===== src/rtl/fetch_queue.sv =====
// -----------------------------------------------------------------------------
// fetch_queue
//
// Instruction fetch front end. Owns the fetch PC and issues sequential word
// reads to a request/response memory port with variable latency. Up to
// MAX_OUTSTANDING reads may be in flight. Returned words are buffered in a
// DEPTH-entry FIFO and presented to decode through a valid/ready handshake.
// A redirect flushes the FIFO, reloads the PC and marks every read still in
// flight as stale so that its response is dropped on arrival.
//
// Parameters
//   ADDR_WIDTH       fetch address width
//   DATA_WIDTH       instruction word width
//   DEPTH            FIFO entries (power of two, >= 2)
//   MAX_OUTSTANDING  maximum issued-but-unreturned reads (>= 1)
//   RESET_PC         fetch PC loaded on reset
//
// Ports
//   clk, rst          clock, synchronous active-high reset
//   clk_en            global enable; all state holds while low
//   i_redirect        flush and restart fetch at i_redirect_pc (word aligned)
//   o_mem_req         read request valid
//   o_mem_addr        read address (the fetch PC register)
//   i_mem_ready       memory accepts the request this cycle
//   i_mem_rvalid      in-order read response valid
//   i_mem_rdata       read response data
//   o_instr_valid     FIFO holds at least one word
//   o_instr           head instruction word
//   o_instr_pc        PC of the head instruction
//   i_instr_ready     decode consumes the head this cycle
// -----------------------------------------------------------------------------
module fetch_queue #(
    parameter int unsigned            ADDR_WIDTH      = 32,
    parameter int unsigned            DATA_WIDTH      = 32,
    parameter int unsigned            DEPTH           = 4,
    parameter int unsigned            MAX_OUTSTANDING = 2,
    parameter logic [ADDR_WIDTH-1:0]  RESET_PC        = '0
) (
    input  logic                  clk,
    input  logic                  rst,
    input  logic                  clk_en,
    input  logic                  i_redirect,
    input  logic [ADDR_WIDTH-1:0] i_redirect_pc,
    output logic                  o_mem_req,
    output logic [ADDR_WIDTH-1:0] o_mem_addr,
    input  logic                  i_mem_ready,
    input  logic                  i_mem_rvalid,
    input  logic [DATA_WIDTH-1:0] i_mem_rdata,
    output logic                  o_instr_valid,
    output logic [DATA_WIDTH-1:0] o_instr,
    output logic [ADDR_WIDTH-1:0] o_instr_pc,
    input  logic                  i_instr_ready
);

    // -------------------------------------------------------------------------
    // Widths
    // -------------------------------------------------------------------------
    localparam int unsigned OUT_W = $clog2(MAX_OUTSTANDING + 1);
    localparam int unsigned CNT_W = $clog2(DEPTH + 1);
    localparam int unsigned PTR_W = $clog2(DEPTH);
    // Wide enough to hold fifo_count + outstanding and DEPTH + discard
    // without wrapping.
    localparam int unsigned SUM_W = CNT_W + OUT_W + 1;

    localparam logic [ADDR_WIDTH-1:0] PC_STEP = ADDR_WIDTH'(4);

    // -------------------------------------------------------------------------
    // State
    // -------------------------------------------------------------------------
    logic [ADDR_WIDTH-1:0] pc_q,          pc_d;          // next fetch address
    logic [ADDR_WIDTH-1:0] rsp_pc_q,      rsp_pc_d;      // PC of next live response
    logic [OUT_W-1:0]      outstanding_q, outstanding_d; // all reads in flight
    logic [OUT_W-1:0]      discard_q,     discard_d;     // stale reads in flight
    logic [CNT_W-1:0]      count_q,       count_d;
    logic [PTR_W-1:0]      wr_ptr_q,      wr_ptr_d;
    logic [PTR_W-1:0]      rd_ptr_q,      rd_ptr_d;

    logic [DATA_WIDTH-1:0] fifo_data_q [DEPTH];
    logic [ADDR_WIDTH-1:0] fifo_pc_q   [DEPTH];

    // -------------------------------------------------------------------------
    // Handshake decode
    // -------------------------------------------------------------------------
    logic [ADDR_WIDTH-1:0] redirect_pc;
    logic [SUM_W-1:0]      credits_used;
    logic [SUM_W-1:0]      credits_limit;
    logic                  below_max;
    logic                  has_credit;
    logic                  accept;
    logic                  stale_rsp;
    logic                  push;
    logic                  pop;
    logic                  unused_redirect_bits;

    assign redirect_pc          = {i_redirect_pc[ADDR_WIDTH-1:2], 2'b00};
    assign unused_redirect_bits = ^i_redirect_pc[1:0];

    // Each live read reserves a FIFO slot at issue time so a response can
    // always be pushed. Stale reads never push, so their reservation is
    // given back immediately by adding discard to the limit.
    assign credits_used  = SUM_W'(count_q) + SUM_W'(outstanding_q);
    assign credits_limit = SUM_W'(DEPTH) + SUM_W'(discard_q);
    assign below_max     = (outstanding_q < OUT_W'(MAX_OUTSTANDING));
    assign has_credit    = below_max && (credits_used < credits_limit);

    assign o_mem_req  = clk_en && !rst && !i_redirect && has_credit;
    assign o_mem_addr = pc_q;
    assign accept     = o_mem_req && i_mem_ready;

    // Responses arrive in order, so the first `discard_q` of them are the
    // stale ones belonging to the pre-redirect stream.
    assign stale_rsp = i_mem_rvalid && (discard_q != '0);
    assign push      = i_mem_rvalid && !stale_rsp && !i_redirect;
    assign pop       = o_instr_valid && i_instr_ready && !i_redirect;

    // -------------------------------------------------------------------------
    // Next-state logic
    // -------------------------------------------------------------------------
    // NOTE: every variable gets a default at the top of the block so that no
    // path leaves it unassigned; otherwise synthesis infers a latch.
    always_comb begin
        pc_d          = pc_q;
        rsp_pc_d      = rsp_pc_q;
        outstanding_d = outstanding_q + OUT_W'(accept) - OUT_W'(i_mem_rvalid);
        discard_d     = discard_q;
        count_d       = count_q;
        wr_ptr_d      = wr_ptr_q;
        rd_ptr_d      = rd_ptr_q;

        if (i_redirect) begin
            // Redirect wins over push and pop. Every read still in flight
            // becomes stale, except one whose response lands this very cycle,
            // which is dropped here. No issue can happen this cycle.
            pc_d      = redirect_pc;
            rsp_pc_d  = redirect_pc;
            discard_d = outstanding_q - OUT_W'(i_mem_rvalid);
            count_d   = '0;
            wr_ptr_d  = '0;
            rd_ptr_d  = '0;
        end else begin
            if (accept) begin
                pc_d = pc_q + PC_STEP;
            end

            if (stale_rsp) begin
                discard_d = discard_q - OUT_W'(1);
            end

            if (push) begin
                rsp_pc_d = rsp_pc_q + PC_STEP;
                wr_ptr_d = wr_ptr_q + PTR_W'(1);
            end

            if (pop) begin
                rd_ptr_d = rd_ptr_q + PTR_W'(1);
            end

            count_d = count_q + CNT_W'(push) - CNT_W'(pop);
        end
    end

    // -------------------------------------------------------------------------
    // Control registers
    // -------------------------------------------------------------------------
    // NOTE: sequential state is written with non-blocking assignments so all
    // registers sample their inputs from the same pre-edge values.
    always_ff @(posedge clk) begin
        if (rst) begin
            pc_q          <= RESET_PC;
            rsp_pc_q      <= RESET_PC;
            outstanding_q <= '0;
            discard_q     <= '0;
            count_q       <= '0;
            wr_ptr_q      <= '0;
            rd_ptr_q      <= '0;
        end else if (clk_en) begin
            pc_q          <= pc_d;
            rsp_pc_q      <= rsp_pc_d;
            outstanding_q <= outstanding_d;
            discard_q     <= discard_d;
            count_q       <= count_d;
            wr_ptr_q      <= wr_ptr_d;
            rd_ptr_q      <= rd_ptr_d;
        end
    end

    // -------------------------------------------------------------------------
    // FIFO storage
    // -------------------------------------------------------------------------
    // NOTE: the storage array is not reset; entries are only ever read while
    // count_q says they hold valid data, and the outputs are zeroed when the
    // FIFO is empty, so reset values would be unobservable.
    always_ff @(posedge clk) begin
        if (clk_en && !rst && push) begin
            fifo_data_q[wr_ptr_q] <= i_mem_rdata;
            fifo_pc_q[wr_ptr_q]   <= rsp_pc_q;
        end
    end

    // -------------------------------------------------------------------------
    // Decode-side outputs
    // -------------------------------------------------------------------------
    // The head is read straight out of registered storage, so a pushed word
    // becomes visible the cycle after i_mem_rvalid and there is no
    // combinational path from the memory response to decode.
    assign o_instr_valid = (count_q != '0);
    assign o_instr       = o_instr_valid ? fifo_data_q[rd_ptr_q] : '0;
    assign o_instr_pc    = o_instr_valid ? fifo_pc_q[rd_ptr_q]   : '0;

endmodule

===== config.mk =====
export PLATFORM = sky130hd
export DESIGN_NAME = fetch_queue
export DESIGN_NICKNAME = d
export VERILOG_FILES = /design/src/rtl/fetch_queue.sv
export SDC_FILE = /design/constraint.sdc
export NUM_CORES = 1
export LEC_CHECK = 0
export CAP_MARGIN = 25
export CORE_AREA = 2 2 215 217
export DETAILED_ROUTE_END_ITERATION = 8
export DIE_AREA = 0 0 217 219
export GPL_TIMING_DRIVEN = 0
export PLACE_DENSITY = 0.53
export SETUP_SLACK_MARGIN = 0.2
export SKIP_LAST_GASP = 1
export SLEW_MARGIN = 20
export SYNTH_ARGS = -nofsm -noshare
export SYNTH_HDL_FRONTEND = slang
export SYNTH_SLANG_ARGS = --single-unit

===== constraint.sdc =====
create_clock -name clk -period 10.3 [get_ports clk]
set_input_delay 2.06 -clock clk [delete_from_list [all_inputs] [get_ports clk]]
set_output_delay 2.06 -clock clk [all_outputs]
set_load 0.1 [all_outputs]

==> impl_metrics.ini <==
[clock_tree]
clk_path_buf_depth = 3
cts_buffers = 37
cts_resized = 0
htree_levels = 2
clkTransAtPathRegs_ps = 60
cts_setup_buffers = 0
cts-root-buf = clkbuf_16
hold_buffers = 0
cts.sinks = 321
tritoncts = built
insertion_delay_ps = 540

[global_route]
antenna_found_initial = 0
grt_max_degree = 45
track_usage_pct = 16.0
grt_pass1_vias = 9503
gr-total-overflow = 0
grt_pass1_wl_mm = 57.9

[logic_synthesis]
synth.avg_cell_area_sq_um = 13.8
syn_area_sq_um = 13900
synth.area.top_cells = edfxtp_1 54%, dfxtp_1 11%, mux4_2 10%
synth_top_flop_cell = edfxtp_1
synth_top_area_cell = edfxtp_1
async_flop_share_pct = 0
seq_area_frac_synth_pct = 64.1
synth_top_area_share_pct = 53.6
synth_seq_cells = 321
yosys_warnings = 0
synth_cell_types = 63
synthCells = 1006
synth_edf_count = 248

[power]
finalPower_mw = 3.08
seqPwrFrac_pct = 47.0
pwr-share-clk_pct = 43.7
p_leak_nw = 5.62
power.internal_mw = 2.33
switching_power_mw = 0.755
pwr-share-comb_pct = 9.3
switching_share_pct = 24.5
powerDensity_nw_per_um2 = 175
vdd_drop_max_mv = 0.0930

[floorplanning]
io_pins = 169
row_count = 78
start_util_pct = 30.8
core_area_sq_um = 45100
die_area_sq_um = 47500
die_w_um = 217
die_y_um = 219

[setup_path]
slowest_stage = clkdlybuf4s50_1
startpoint_type = input port
regToRegSetupSlack_ps = 7160
crit_chain = clkbuf_1 > clkinv_1 > clkbuf_1 > nand2_1 > nor2_1 > clkdlybuf4s50_1
cp_num_buf_inv = 4
r2r-end = count_q[2]
crit_family = buffers and inverters
ff2ff_path_depth = 13
critPathCaptureType = output pin
critical_path_class = in2out
max_stage_delay_ps = 1150
cpMostUsedCell = clkbuf_1
rr_startpoint = count_q[1]
cp.arrival_ps = 4650
cp_max_fo = 10
required_ps = 8240

[timing]
tightest_slew_ps = 1110
rsz0062_at_grt = no
slew_violations = 0
finalSetupViolCount = 0
skew_ps = 17.5
hold_viol = 0
period_needed_ps = 6710
finalCritPeriodShare_pct = 65.1
fmax_mhz = 149
maxSlewHeadroom_pct = 25.8
fin_tns_setup_ps = 0

[routing]
drt-total-wl_mm = 37.9
viasPerCell = 5.09
dr.pass1.iters = 5
drt_iter0_drc = 696
dr_total_vias = 9362
drc = 0
wl_per_cell_um = 20.6
postRouteAntennaNets = 0

[worst_hold_path]
hold_start = discard_q[1]
whs_path_depth = 2
hold_class = reg2reg
hold_path_end = discard_q[1]

[run]
max-cap-violations = 0

[placed_design]
dp_hpwl_mm = 25.7
numPortBuffers = 160
dp.cells = 1773
place_area_sq_um = 16400
place.gp.congestion = 0.876

[cells_and_area]
diodes = 0
nFillCells = 4325
area_growth_pct = 26.8
nets = 1300
fin_cells = 1840
final_area_sq_um = 17600
utilization_pct = 39.1
drive_gt1_share_pct = 13.1

[run_status]
outcome = finished, final reports clean
==> worst max-delay path by stage <==
stage          cells past startpoint       start           endpoint
2_1_floorplan                      5  i_redirect          o_mem_req
3_3_place_gp                       6      clk_en  fifo_data_q[0][3]
3_5_place_dp                       6  i_redirect          o_mem_req
4_1_cts                            6  i_redirect          o_mem_req
5_1_grt                            6  i_redirect          o_mem_req
6_report                           6  i_redirect          o_mem_req
==> layout make-up <==
type,instances,area [sq um],area share [%]
inverters,16,60.1,0.341
well taps,600,751,4.26
clock inverters,21,243,1.38
flip-flops and latches,321,8910,50.6
plain buffers,67,304,1.73
repair buffers,164,1700,9.67
multi-input cells,605,4650,26.4
clock buffers,46,1000,5.69
==> cells in the final DEF, fill, tap and decap left out, types with 6 or more instances in the layout <==
cell type,instances
a211oi_1,22
a21o_1,9
a21oi_1,70
a31oi_1,9
and2_1,71
and3_1,8
buf_2,8
clkbuf_1,53
clkbuf_16,39
clkdlybuf4s50_1,160
clkinv_1,6
dfxtp_1,73
edfxtp_1,248
ha_1,15
inv_1,15
mux4_2,62
nand2_1,58
nand3_1,28
nand4_1,8
nor2_1,59
nor3_1,14
o21ai_0,56
o31ai_1,13
or3_1,7
==> flip-flops by register name, summed over array words and instances, names as in the netlist, named ones only <==
register / cells
o_mem_addr: 30
fifo_data_q: 128
fifo_pc_q: 120
count_q: 3
wr_ptr_q: 2
rd_ptr_q: 2
rsp_pc_q: 30
outstanding_q: 2
discard_q: 2
==> worst min-delay path, stage by stage (launching register included) <==
cell     delay [ps]
dfxtp_1         340
a21oi_1          70
nor2_1           70
==> per-stage QoR <==
step / setup WS [ps] / hold WS [ps]
2_1_floorplan: 4240 / 454
3_3_place_gp: 2920 / 472
3_5_place_dp: 3560 / 491
4_1_cts: 3550 / 505
5_1_grt: 3460 / 534
6_report: 3590 / 509
==> cells in the mapped netlist (4+ instances only) <==
cell type,instances
a31oi_1,9
and3_2,4
o41ai_1,5
mux4_2,62
a22oi_1,4
inv_1,15
nor2_1,59
mux2i_1,5
or2_2,4
nand3_1,28
a311oi_1,5
ha_1,15
o21ai_0,56
buf_2,8
edfxtp_1,248
and2_1,75
nand2b_1,5
buf_4,4
a21oi_1,70
buf_1,4
a21o_1,9
nand4_1,8
xnor2_1,4
o22ai_1,5
nand2_1,58
nor3_1,14
or3_1,7
o31ai_1,13
clkbuf_1,46
dfxtp_1,73
and3_1,8
a211oi_1,22
==> power groups by stage <==
stage	Combinational, mW	Clock [mW]	Sequential (mW)
2_1_floorplan	0.141	0	1.51
3_3_place_gp	0.282	0	1.48
3_5_place_dp	0.285	0	1.48
4_1_cts	0.286	1.39	1.45
5_1_grt	0.303	1.43	1.45
6_report	0.285	1.35	1.45
==> layer usage <==
| metal | GRT usage (%) | up-vias | wire length [um] | part of all wire (%) |
|---|---|---|---|---|
| li1 | - | 4301 | - | - |
| met1 | 21.8 | 4595 | 17000 | 45 |
| met2 | 25.3 | 395 | 17400 | 46 |
| met3 | 3.01 | 71 | 2460 | 6.5 |
| met4 | 6.42 | 0 | 1120 | 3.0 |
| met5 | 0 | - | 0 | 0 |
==> cell families (layout without fill, tap and decap cells) <==
group / count (synthesis) / in the layout / share of synthesized area [%]
DFF: 321 / 321 / 64.1
muxes: 67 / 67 / 10.4
AOI/OAI and AO/OA: 221 / 221 / 9.82
xor gates and xnor gates: 5 / 5 / 0.315
and+or+nand+nor: 291 / 291 / 11.1
adders and majority gates: 17 / 17 / 1.64
buffers and inverters: 83 / 314 / 2.62
other: 1 / 4 / 0.0270
Note: power is estimated with default switching activity, not from simulation.
